$ cat config.mk
export PLATFORM = sky130hd
export DESIGN_NAME = trace_capture_ctrl_flat
export DESIGN_NICKNAME = d
export VERILOG_FILES = /design/src/rtl/trace_capture_ctrl_if.sv /design/src/rtl/trace_capture_ctrl.sv /design/src/flat_wrapper.sv
export SDC_FILE = /design/constraint.sdc
export NUM_CORES = 1
export LEC_CHECK = 0
export ABC_CLOCK_PERIOD_IN_PS = 2100
export CAP_MARGIN = 20
export CORE_MARGIN = 4
export CORE_UTILIZATION = 44
export CTS_CLUSTER_DIAMETER = 120
export DETAILED_ROUTE_END_ITERATION = 6
export PLACE_DENSITY = 0.75
export SLEW_MARGIN = 30
export SYNTH_ARGS = -nofsm -noshare
export SYNTH_HDL_FRONTEND = slang
export SYNTH_SLANG_ARGS = --single-unit
export TNS_END_PERCENT = 1
$ cat constraint.sdc
create_clock -name clk -period 2.1 [get_ports clk]
set_input_delay 0.315 -clock clk [delete_from_list [all_inputs] [get_ports clk]]
set_output_delay 0.315 -clock clk [all_outputs]
set_load 0.02 [all_outputs]
$ cat src/rtl/trace_capture_ctrl_if.sv
// Control/sensor/BRAM-write bundle for trace_capture_ctrl; master = control side, slave = controller.
interface trace_capture_ctrl_if #(
  parameter int AW      = 9,
  parameter int DW      = 7,
  parameter int DELAY_W = 8
);
  logic               arm;
  logic               trig_async;
  logic [DELAY_W-1:0] delay;
  logic [DW-1:0]      sample_in;
  logic               bram_we;
  logic [AW-1:0]      bram_waddr;
  logic [7:0]         bram_wdata;
  logic               busy;
  logic               done;
  logic               missed;

  modport master (
    output arm, trig_async, delay, sample_in,
    input  bram_we, bram_waddr, bram_wdata, busy, done, missed
  );

  modport slave (
    input  arm, trig_async, delay, sample_in,
    output bram_we, bram_waddr, bram_wdata, busy, done, missed
  );
endinterface

$ cat src/rtl/trace_capture_ctrl.sv
// Arm -> trigger edge -> delay -> DEPTH BRAM writes; first write 2+delay clks after trigger sample, no backpressure.
// Define TRACE_DECIM_EN to write one summed byte per 2^DEC_LOG2-sample window instead of one per sample.
module trace_capture_ctrl #(
  parameter int DEPTH    = 56,
  parameter int AW       = 9,
  parameter int DW       = 7,
`ifdef TRACE_DECIM_EN
  parameter int DEC_LOG2 = 1,
`endif
  parameter int DELAY_W  = 8
) (
  input logic                 clk,
  input logic                 rst,
  trace_capture_ctrl_if.slave bus
);

  localparam logic [2:0] S_IDLE    = 3'd0;
  localparam logic [2:0] S_ARMED   = 3'd1;
  localparam logic [2:0] S_DELAY   = 3'd2;
  localparam logic [2:0] S_CAPTURE = 3'd3;
  localparam logic [2:0] S_DONE    = 3'd4;

  localparam logic [AW-1:0] LAST_ADDR = AW'(DEPTH - 1);

  logic [2:0]         state;
  logic [2:0]         state_nxt;
  logic               s1, s2, s3;
  logic               trig_edge;
  logic [DELAY_W-1:0] cnt;
  logic               we_q;
  logic [AW-1:0]      waddr_q;
  logic [7:0]         wdata_q;
  logic               busy_q;
  logic               done_q;
  logic               missed_q;
  logic               arm_ok;
  logic               start_cap;
  logic               last_write;

`ifdef TRACE_DECIM_EN
  localparam int SW = DW + DEC_LOG2;
  logic [SW-1:0]       acc;
  logic [SW-1:0]       sum;
  logic [DEC_LOG2-1:0] win;
  assign sum = acc + SW'(bus.sample_in);
`endif

  // Trigger crosses from the AES domain; the third flop makes the edge a single-clk pulse.
  always_ff @(posedge clk or posedge rst) begin
    if (rst) begin
      s1 <= 1'b0;
      s2 <= 1'b0;
      s3 <= 1'b0;
    end else begin
      s1 <= bus.trig_async;
      s2 <= s1;
      s3 <= s2;
    end
  end

  assign trig_edge  = s2 & ~s3;
  assign arm_ok     = bus.arm && (state == S_IDLE || state == S_DONE);
  assign start_cap  = (state == S_ARMED && trig_edge && bus.delay == '0) ||
                      (state == S_DELAY && cnt == DELAY_W'(1));
  assign last_write = we_q && (waddr_q == LAST_ADDR);

  always_comb begin
    state_nxt = state;
    case (state)
      S_IDLE:    if (bus.arm) state_nxt = S_ARMED;
      S_ARMED:   if (trig_edge) state_nxt = (bus.delay == '0) ? S_CAPTURE : S_DELAY;
      S_DELAY:   if (cnt == DELAY_W'(1)) state_nxt = S_CAPTURE;
      S_CAPTURE: if (last_write) state_nxt = S_DONE;
      S_DONE:    if (bus.arm) state_nxt = S_ARMED;
      default:   state_nxt = S_IDLE;
    endcase
  end

  always_ff @(posedge clk or posedge rst) begin
    if (rst) begin
      state    <= S_IDLE;
      cnt      <= '0;
      we_q     <= 1'b0;
      waddr_q  <= '0;
      wdata_q  <= '0;
      busy_q   <= 1'b0;
      done_q   <= 1'b0;
      missed_q <= 1'b0;
`ifdef TRACE_DECIM_EN
      acc      <= '0;
      win      <= '0;
`endif
    end else begin
      state  <= state_nxt;
      busy_q <= (state_nxt == S_ARMED) || (state_nxt == S_DELAY) || (state_nxt == S_CAPTURE);
      done_q <= (state_nxt == S_DONE);

      if (trig_edge && (state == S_DELAY || state == S_CAPTURE))
        missed_q <= 1'b1;
      else if (arm_ok)
        missed_q <= 1'b0;

      if (state == S_ARMED && trig_edge)
        cnt <= bus.delay;
      else if (state == S_DELAY)
        cnt <= cnt - DELAY_W'(1);

      if (arm_ok)
        waddr_q <= '0;

`ifdef TRACE_DECIM_EN
      // Window's first sample is taken on the entry edge; the write lands on the window's last sample.
      if (start_cap) begin
        we_q    <= 1'b0;
        waddr_q <= '0;
        acc     <= SW'(bus.sample_in);
        win     <= DEC_LOG2'(1);
      end else if (state == S_CAPTURE) begin
        if (last_write) begin
          we_q <= 1'b0;
        end else begin
          if (we_q)
            waddr_q <= waddr_q + AW'(1);
          if (win == '1) begin
            we_q    <= 1'b1;
            wdata_q <= sum[SW-1 -: 8];
            acc     <= '0;
            win     <= '0;
          end else begin
            we_q <= 1'b0;
            acc  <= sum;
            win  <= win + DEC_LOG2'(1);
          end
        end
      end
`else
      if (start_cap) begin
        we_q    <= 1'b1;
        waddr_q <= '0;
        wdata_q <= {{(8-DW){1'b0}}, bus.sample_in};
      end else if (state == S_CAPTURE) begin
        if (last_write) begin
          we_q <= 1'b0;
        end else begin
          we_q    <= 1'b1;
          waddr_q <= waddr_q + AW'(1);
          wdata_q <= {{(8-DW){1'b0}}, bus.sample_in};
        end
      end
`endif
    end
  end

  assign bus.bram_we    = we_q;
  assign bus.bram_waddr = waddr_q;
  assign bus.bram_wdata = wdata_q;
  assign bus.busy       = busy_q;
  assign bus.done       = done_q;
  assign bus.missed     = missed_q;

endmodule

$ cat src/flat_wrapper.sv
// flat-port wrapper written by rule: the top's interface ports become plain ports
module trace_capture_ctrl_flat 
#(
  parameter int DEPTH    = 56,
  parameter int AW       = 9,
  parameter int DW       = 7,

  parameter int DELAY_W  = 8
)
  (clk, rst, bus_arm, bus_trig_async, bus_delay, bus_sample_in, bus_bram_we, bus_bram_waddr, bus_bram_wdata, bus_busy, bus_done, bus_missed);
  trace_capture_ctrl_if #(.AW(AW), .DW(DW), .DELAY_W(DELAY_W)) bus_i ();
  input logic clk;
  input logic rst;
  input wire logic [$bits(bus_i.arm)-1:0] bus_arm;
  input wire logic [$bits(bus_i.trig_async)-1:0] bus_trig_async;
  input wire logic [$bits(bus_i.delay)-1:0] bus_delay;
  input wire logic [$bits(bus_i.sample_in)-1:0] bus_sample_in;
  output wire logic [$bits(bus_i.bram_we)-1:0] bus_bram_we;
  output wire logic [$bits(bus_i.bram_waddr)-1:0] bus_bram_waddr;
  output wire logic [$bits(bus_i.bram_wdata)-1:0] bus_bram_wdata;
  output wire logic [$bits(bus_i.busy)-1:0] bus_busy;
  output wire logic [$bits(bus_i.done)-1:0] bus_done;
  output wire logic [$bits(bus_i.missed)-1:0] bus_missed;
  assign bus_i.arm = bus_arm;
  assign bus_i.trig_async = bus_trig_async;
  assign bus_i.delay = bus_delay;
  assign bus_i.sample_in = bus_sample_in;
  assign bus_bram_we = bus_i.bram_we;
  assign bus_bram_waddr = bus_i.bram_waddr;
  assign bus_bram_wdata = bus_i.bram_wdata;
  assign bus_busy = bus_i.busy;
  assign bus_done = bus_i.done;
  assign bus_missed = bus_i.missed;
  trace_capture_ctrl #(.DEPTH(DEPTH), .AW(AW), .DW(DW), .DELAY_W(DELAY_W)) u_core (.clk(clk), .rst(rst), .bus(bus_i));
endmodule
==> results of run 1 <==
## per-stage QoR
step	utilization (%)	cells	setup WS, ns	TNS [ns]	hold WS [ns]
floorplan	-	169	0.0598	0	0.331
global placement	58.9	259	0.0260	0	0.335
detailed placement	58.9	259	-0.0278	-0.0442	0.342
CTS	62.0	267	0.000647	0	0.357
global route	62.2	268	-0.00983	-0.0304	0.360
finish	62.2	268	0.0370	0	0.352
## where the power goes
| group | switching (mW) | internal [mW] | total (mW) |
|---|---|---|---|
| Clock | 0.229 | 0.355 | 0.584 |
| Combinational | 0.706 | 0.657 | 1.36 |
| Sequential | 0.157 | 0.867 | 1.02 |
## final timing paths
check,slack (ns),endpoint,start,cells past startpoint
setup / recovery,0.04,u_core.bus.bram_wdata[1]$_DFFE_PP0P_,u_core.cnt[6]$_DFFE_PP0P_,4
hold / removal,0.35,u_core.s2$_DFF_PP0_,u_core.s1$_DFF_PP0_,0
setup reg to reg,0.04,u_core.bus.bram_wdata[1]$_DFFE_PP0P_,u_core.cnt[6]$_DFFE_PP0P_,4
hold reg to reg,0.35,u_core.s2$_DFF_PP0_,u_core.s1$_DFF_PP0_,0
max in group asynchronous,1.37,u_core.cnt[7]$_DFFE_PP0P_,rst,3
min in group asynchronous,0.42,u_core.bus.bram_waddr[2]$_DFF_PP0_,rst,3
## kinds of logic after synthesis
| group | after synthesis |
|---|---|
| and+or+nand+nor | 67 |
| AOI/OAI and AO/OA | 44 |
| DFF | 34 |
| buffers and inverters | 12 |
| muxes | 7 |
| adders and majority gates | 3 |
| other | 1 |
| xor gates and xnor gates | 1 |
## per-layer routing
metal	part of all wire, %	up-vias	wire [um]
li1	-	726	-
met1	43	737	1740
met2	50	55	2050
met3	5.9	5	242
met4	1.2	0	48
met5	0	-	0
## state kept, by name, indices dropped and copies added (netlist names)
register / flops
u_core.bus.busy: 1
u_core.s1: 1
u_core.s3: 1
u_core.s2: 1
u_core.bus.missed: 1
u_core.bus.done: 1
u_core.cnt: 8
u_core.bus.bram_wdata: 7
u_core.bus.bram_waddr: 9
u_core.state: 3
u_core.bus.bram_we: 1
## cell usage after synthesis (3+ instances only)
library cell | count | share of area, %
sky130_fd_sc_hd__ha_1 | 3 | 2.2
sky130_fd_sc_hd__inv_1 | 6 | 1.3
sky130_fd_sc_hd__nor2_1 | 7 | 1.5
sky130_fd_sc_hd__clkbuf_1 | 3 | 0.66
sky130_fd_sc_hd__o311ai_0 | 3 | 1.5
sky130_fd_sc_hd__a21oi_1 | 8 | 2.3
sky130_fd_sc_hd__nand2_1 | 15 | 3.3
sky130_fd_sc_hd__nor4_1 | 5 | 1.8
sky130_fd_sc_hd__nand2b_1 | 3 | 1.1
sky130_fd_sc_hd__dfrtp_1 | 34 | 50
sky130_fd_sc_hd__nand3_1 | 11 | 3.2
sky130_fd_sc_hd__o21ai_0 | 16 | 4.7
sky130_fd_sc_hd__mux2_2 | 7 | 4.6
sky130_fd_sc_hd__nor3_1 | 4 | 1.2
## area by class of cell
cell class | count | area (um^2)
fillers | 308 | 1410
flip-flops and latches | 34 | 851
multi-input cells | 123 | 808
repair buffers | 49 | 463
clock buffers | 7 | 76.3
well taps | 48 | 60.1
clock inverters | 1 | 30.0
inverters | 6 | 22.5
## worst max-delay path, delay by kind of cell, from the launching register on
kind | cells | cell delay, ns
simple gates | 3 | 1.20
mux | 1 | 0.35
flops | 1 | 0.40
## timing repair
item / 4_1_cts / 5_1_grt
setup endpoints to repair: 11 / 7
gates resized for setup: 1 / 1
pin swaps: 1 / 0
buffers inserted: 0 / 1
==> impl_metrics.sql, run 1 <==
INSERT INTO impl_metrics (metric_group, metric, value, unit) VALUES
('synth', 'synth-adder-area-share', '2.19', '%'),
('layout', 'layout-drive-gt1-share', '15.9', '%'),
('sta', 'final.min_clock_period', '2.06', 'ns'),
('layout', 'finalNetCount', '241', ''),
('clocking', 'cts_tree', 'done', ''),
('global_route', 'global_route.peak_usage_layer', 'met2', ''),
('route', 'drt_pre_antenna_iters', '4', ''),
('sta', 'slew_violations', '0', ''),
('clocking', 'tritoncts.num_buffers', '5', ''),
('sta', 'setup_viol_count_final', '0', ''),
('layout', 'layout.cells.most_common_list', '38 x sky130_fd_sc_hd__clkdlybuf4s50_1, 34 x sky130_fd_sc_hd__dfrtp_1, 16 x sky130_fd_sc_hd__o21ai_0', ''),
('sta', 'final_min_period_over_clock_period', '98.2', '%'),
('synth', 'most_frequently_used_flop_master_after_synthesis', 'sky130_fd_sc_hd__dfrtp_1', ''),
('sta', 'finalHoldViolations', '0', ''),
('synth', 'number_of_flops_mapped_to_enable_cells_by_yosys', '0', ''),
('synth', 'post_syn_instances', '169', ''),
('critical_path', 'path_max_fanout', '8', ''),
('clocking', 'hold_buffers', '0', ''),
('placed_design', 'post_dp_cell_area', '2190', 'um^2'),
('sta', 'slew-limit-headroom', '59.5', '%'),
('synth', 'synth.yosys.seq_area_share', '49.6', '%'),
('global_route', 'number_of_antenna_violations_at_the_first_check_in_global_routing', '0', ''),
('sta', 'clock_skew', '0.00582', 'ns'),
('synth', 'yosys-mux-area-fraction', '4.60', '%'),
('layout', 'insertedDiodeCount', '0', ''),
('synth', 'main_combinational_cell_family_by_area_after_synthesis', 'simple AND/OR/NAND/NOR gates', ''),
('clocking', 'cts.reportedPaths.clkPinSlew', '0.07', 'ns'),
('global_route', 'first_global_vias', '1410', ''),
('global_route', 'grt.met2_usage', '27.8', '%'),
('placed_design', 'placement.io_buffers', '38', ''),
('critical_path', 'crit_arrival', '2.23', 'ns'),
('flow_run', 'drv_cap', '0', ''),
('layout', 'postLayoutCellArea', '2310', 'um^2'),
('critical_path', 'endpoint_kind', 'flop', ''),
('floorplanning', 'starting_utilization_of_the_core_area', '46.2', '%'),
('critical_path', 'start_kind', 'flop', ''),
('route', 'detail_route.wl_per_cell', '15.3', 'um'),
('route', 'viasPerCell', '5.68', ''),
('clocking', 'clkLatencyLatePin', '0.28', 'ns'),
('critical_path', 'cp.required', '2.27', 'ns'),
('placed_design', 'dp.final_hpwl', '3060', 'um'),
('pwr', 'cellPowerDensity', '1290', 'nW/um^2'),
('layout', 'layout.cells.most_common', 'sky130_fd_sc_hd__clkdlybuf4s50_1', ''),
('clocking', 'htree_num_levels', '2', ''),
('route', 'remaining_design_rule_violation_count', '0', ''),
('critical_path', 'cp_slowest_cell', 'sky130_fd_sc_hd__or4_4', ''),
('placed_design', 'routabilityCongestion', '0.895', ''),
('global_route', 'global_route_wire_length_before_repair', '6600', 'um'),
('floorplanning', 'dieArea', '4960', 'um^2'),
('route', 'drt_iter0_markers', '125', ''),
('pwr', 'standby_leakage_power', '0.964', 'nW'),
('layout', 'area.growth.synth_to_final', '34.7', '%'),
('synth', 'synth_compound_area_share', '16.8', '%'),
('floorplanning', 'boundaryPins', '40', ''),
('clocking', 'clock-sinks', '34', ''),
('route', 'detailroute.via_count', '1523', ''),
('global_route', 'grt_util_all_layers', '16.9', '%'),
('route', 'number_of_nets_with_antenna_violations_after_detailed_routing', '0', ''),
('outcome', 'outcome', 'completed', ''),
('critical_path', 'path_common_cell', 'sky130_fd_sc_hd__or4_4', ''),
('global_route', 'grt.met3_usage', '4.75', '%'),
('synth', 'synth_simple_gate_area_share', '22.4', '%'),
('route', 'totalWireLength', '4090', 'um'),
('floorplanning', 'placement_rows', '22', ''),
('pwr', 'total_power', '2.97', 'mW'),
('clocking', 'clk_root_buffer_cell', 'sky130_fd_sc_hd__clkbuf_8', ''),
('global_route', 'use_met1', '21.4', '%'),
('floorplanning', 'fp.dieH', '70.4', 'um'),
('synth', 'synthXorXnorAreaFrac', '0.511', '%'),
('global_route', 'grt_start_max_net_pins', '35', ''),
('global_route', 'grt_overflow_total', '0', '');
Note: power is estimated with default switching activity, not from simulation.
==> run 2, diff against run 1 <==
--- a/config.mk
+++ b/config.mk
@@ -5,13 +5,15 @@
 export SDC_FILE = /design/constraint.sdc
 export NUM_CORES = 1
 export LEC_CHECK = 0
-export ABC_CLOCK_PERIOD_IN_PS = 2100
+export ABC_CLOCK_PERIOD_IN_PS = 1700
 export CAP_MARGIN = 20
+export CELL_PAD_IN_SITES_DETAIL_PLACEMENT = 0
+export CELL_PAD_IN_SITES_GLOBAL_PLACEMENT = 1
 export CORE_MARGIN = 4
-export CORE_UTILIZATION = 44
+export CORE_UTILIZATION = 34
 export CTS_CLUSTER_DIAMETER = 120
 export DETAILED_ROUTE_END_ITERATION = 6
-export PLACE_DENSITY = 0.75
+export PLACE_DENSITY_LB_ADDON = 0.1
 export SLEW_MARGIN = 30
 export SYNTH_ARGS = -nofsm -noshare
 export SYNTH_HDL_FRONTEND = slang
==> constraint.sdc (replaced) <==
create_clock -name clk -period 1.7 [get_ports clk]
set_input_delay 0.255 -clock clk [delete_from_list [all_inputs] [get_ports clk]]
set_output_delay 0.255 -clock clk [all_outputs]
set_load 0.02 [all_outputs]
==> run 2 against run 1 <==
Net effect: the flow now finishes with violations (negative setup slack); register-to-register slack got worse by 0.33 ns; worst setup slack worse by 0.33 ns; routed wire length grew 14%.
==> impl_metrics.sql, run 2 (same netlist as run 1, synthesis figures left out) <==
INSERT INTO impl_metrics (metric_group, metric, value, unit) VALUES
('outcome', 'outcome', 'complete, but fails checks', ''),
('outcome', 'violations', 'negative setup slack', ''),
('route', 'drt_pre_antenna_iters', '4', ''),
('sta', 'slew_violations', '0', ''),
('floorplanning', 'placement_rows', '25', ''),
('layout', 'finish.cell_count_without_fillers', '310', ''),
('global_route', 'grt_overflow_total', '0', ''),
('global_route', 'number_of_antenna_violations_at_the_first_check_in_global_routing', '0', ''),
('pwr', 'worst_vdd_ir', '0.000598', 'V'),
('critical_path', 'path_max_fanout', '8', ''),
('placed_design', 'placement.io_buffers', '38', ''),
('sta', 'worst_slack', '-0.294', 'ns'),
('critical_path', 'worst-setup-path-type', 'reg -> reg', ''),
('layout', 'area.growth.synth_to_final', '51.3', '%'),
('route', 'totalWireLength', '4670', 'um'),
('clocking', 'clkLatencyLatePin', '0.29', 'ns'),
('clocking', 'hold_buffers', '0', ''),
('layout', 'layout.cells.most_common', 'sky130_fd_sc_hd__clkdlybuf4s50_1', ''),
('sta', 'setup_viol_count_final', '19', ''),
('layout', 'finalCoreUtilization', '53.9', '%'),
('route', 'detailroute.via_count', '1592', ''),
('pwr', 'standby_leakage_power', '1.15', 'nW'),
('clocking', 'clock_path_buffers', '2', ''),
('flow_run', 'drv_cap', '0', ''),
('layout', 'insertedDiodeCount', '0', ''),
('floorplanning', 'starting_utilization_of_the_core_area', '35.6', '%'),
('clocking', 'cts.reportedPaths.clkPinSlew', '0.07', 'ns'),
('placed_design', 'post-place-ws', '-0.390', 'ns'),
('route', 'detail_route.wl_per_cell', '15.1', 'um'),
('floorplanning', 'core_area', '4820', 'um^2'),
('critical_path', 'critical_path.startpoint', 'u_core.cnt[3]$_DFFE_PP0P_', ''),
('route', 'number_of_nets_with_antenna_violations_after_detailed_routing', '0', ''),
('global_route', 'grt_start_max_net_pins', '35', ''),
('sta', 'timing.setup.tns', '-2.99', 'ns'),
('critical_path', 'cp_slowest_stage_delay', '0.55', 'ns'),
('route', 'remaining_design_rule_violation_count', '0', ''),
('critical_path', 'r2r_path_start', 'u_core.cnt[3]$_DFFE_PP0P_', ''),
('sta', 'finalHoldViolations', '0', ''),
('floorplanning', 'dieWidth', '79.0', 'um'),
('floorplanning', 'dieArea', '6250', 'um^2'),
('placed_design', 'numPlacedInstances', '300', ''),
('sta', 'grt_setup_unrepaired', 'true', ''),
('global_route', 'first_global_vias', '1618', ''),
('sta', 'max_freq', '501', 'MHz'),
('global_route', 'grt_util_all_layers', '15.7', '%'),
('sta', 'clock_skew', '0.00626', 'ns'),
('hold_path', 'holdCritStartpoint', 'u_core.s1$_DFF_PP0_', ''),
('layout', 'largest_reg_flops', '9', ''),
('placed_design', 'dp.final_hpwl', '3420', 'um'),
('pwr', 'total_power', '4.23', 'mW'),
('critical_path', 'ordered_cell_list_for_the_critical_path', 'or4_4 -> or4_4 -> nand3_4 -> mux2_4', ''),
('sta', 'final_min_period_over_clock_period', '117', '%'),
('placed_design', 'routabilityCongestion', '0.875', ''),
('route', 'drt_iter0_markers', '83', ''),
('critical_path', 'start_kind', 'flop', ''),
('pwr', 'cellPowerDensity', '1630', 'nW/um^2'),
('hold_path', 'min_path_type', 'reg -> reg', ''),
('critical_path', 'crit_arrival', '2.17', 'ns'),
('critical_path', 'path_common_cell', 'sky130_fd_sc_hd__or4_4', ''),
('clocking', 'htree_num_levels', '2', ''),
('critical_path', 'endpoint_kind', 'flop', ''),
('clocking', 'clk_root_buffer_cell', 'sky130_fd_sc_hd__clkbuf_8', ''),
('layout', 'postLayoutCellArea', '2590', 'um^2'),
('critical_path', 'worst-path-stages', '4', ''),
('sta', 'final.min_clock_period', '1.99', 'ns'),
('floorplanning', 'fp.dieH', '79.0', 'um'),
('sta', 'worstMarginPinSlew', '0.615', 'ns'),
('critical_path', 'cp_top_family', 'simple AND/OR/NAND/NOR gates', ''),
('layout', 'layout-drive-gt1-share', '26.3', '%'),
('sta', 'slew-limit-headroom', '58.5', '%'),
('placed_design', 'post_dp_cell_area', '2380', 'um^2'),
('clocking', 'tritoncts.num_buffers', '5', ''),
('critical_path', 'reg2reg_setup_slack', '-0.29', 'ns'),
('clocking', 'cts_tree', 'done', ''),
('hold_path', 'holdPathStages', '0', ''),
('critical_path', 'cp.required', '1.88', 'ns'),
('route', 'viasPerCell', '5.14', ''),
('global_route', 'global_route_wire_length_before_repair', '7650', 'um'),
('clocking', 'clock-sinks', '34', ''),
('hold_path', 'holdPathEnd', 'u_core.s2$_DFF_PP0_', ''),
('layout', 'layout.cells.most_common_list', '37 x sky130_fd_sc_hd__clkdlybuf4s50_1, 34 x sky130_fd_sc_hd__dfrtp_1, 33 x sky130_fd_sc_hd__buf_4', ''),
('sta', 'hold-worst-slack', '0.353', 'ns'),
('critical_path', 'r2r_end', 'u_core.bus.bram_wdata[3]$_DFFE_PP0P_', ''),
('critical_path', 'timing.reg2reg.worst_path_depth', '4', ''),
('floorplanning', 'boundaryPins', '40', ''),
('critical_path', 'critical_path.n_buffers_inverters', '0', ''),
('critical_path', 'cp_slowest_cell', 'sky130_fd_sc_hd__or4_4', ''),
('layout', 'finalNetCount', '264', '');
## run 2: worst max-delay path by stage
| stage | to | slack, ns |
|---|---|---|
| 5_1_grt | u_core.bus.bram_wdata[3]$_DFFE_PP0P_ | -0.33 |
| 3_5_place_dp | u_core.bus.bram_waddr[2]$_DFF_PP0_ | -0.39 |
| 3_3_place_gp | u_core.bus.bram_waddr[2]$_DFF_PP0_ | -0.35 |
| 4_1_cts | u_core.bus.bram_wdata[0]$_DFFE_PP0P_ | -0.37 |
| 6_report | u_core.bus.bram_wdata[3]$_DFFE_PP0P_ | -0.29 |
| 2_1_floorplan | u_core.bus.bram_wdata[0]$_DFFE_PP0P_ | -0.32 |
## run 2: final cells by class
class / count / area, um^2
clock buffer: 6 / 82.6
fill: 439 / 2220
timing repair buffer: 72 / 642
multi-input combinational: 123 / 853
inverter: 6 / 22.5
sequential: 34 / 851
tap: 67 / 83.8
clock inverter: 2 / 60.1
## run 2: what timing repair did
action | CTS | global route
gates resized for setup | 5 | 13
pin swaps | 2 | 1
endpoints found under the setup margin | 20 | 26
buffers inserted | 0 | 2
gates cloned | 0 | 0
## run 2: per-layer routing
layer	up-vias	GRT usage [%]	part of all wire, %
li1	768	-	-
met1	778	19.0	42
met2	35	26.9	52
met3	11	4.31	4.3
met4	0	5.67	2.2
met5	-	0	0
## run 2: power breakdown
group | internal, mW | switching, mW
logic | 1.08 | 1.01
clock network | 0.625 | 0.296
registers | 1.07 | 0.140
total | 2.78 | 1.45
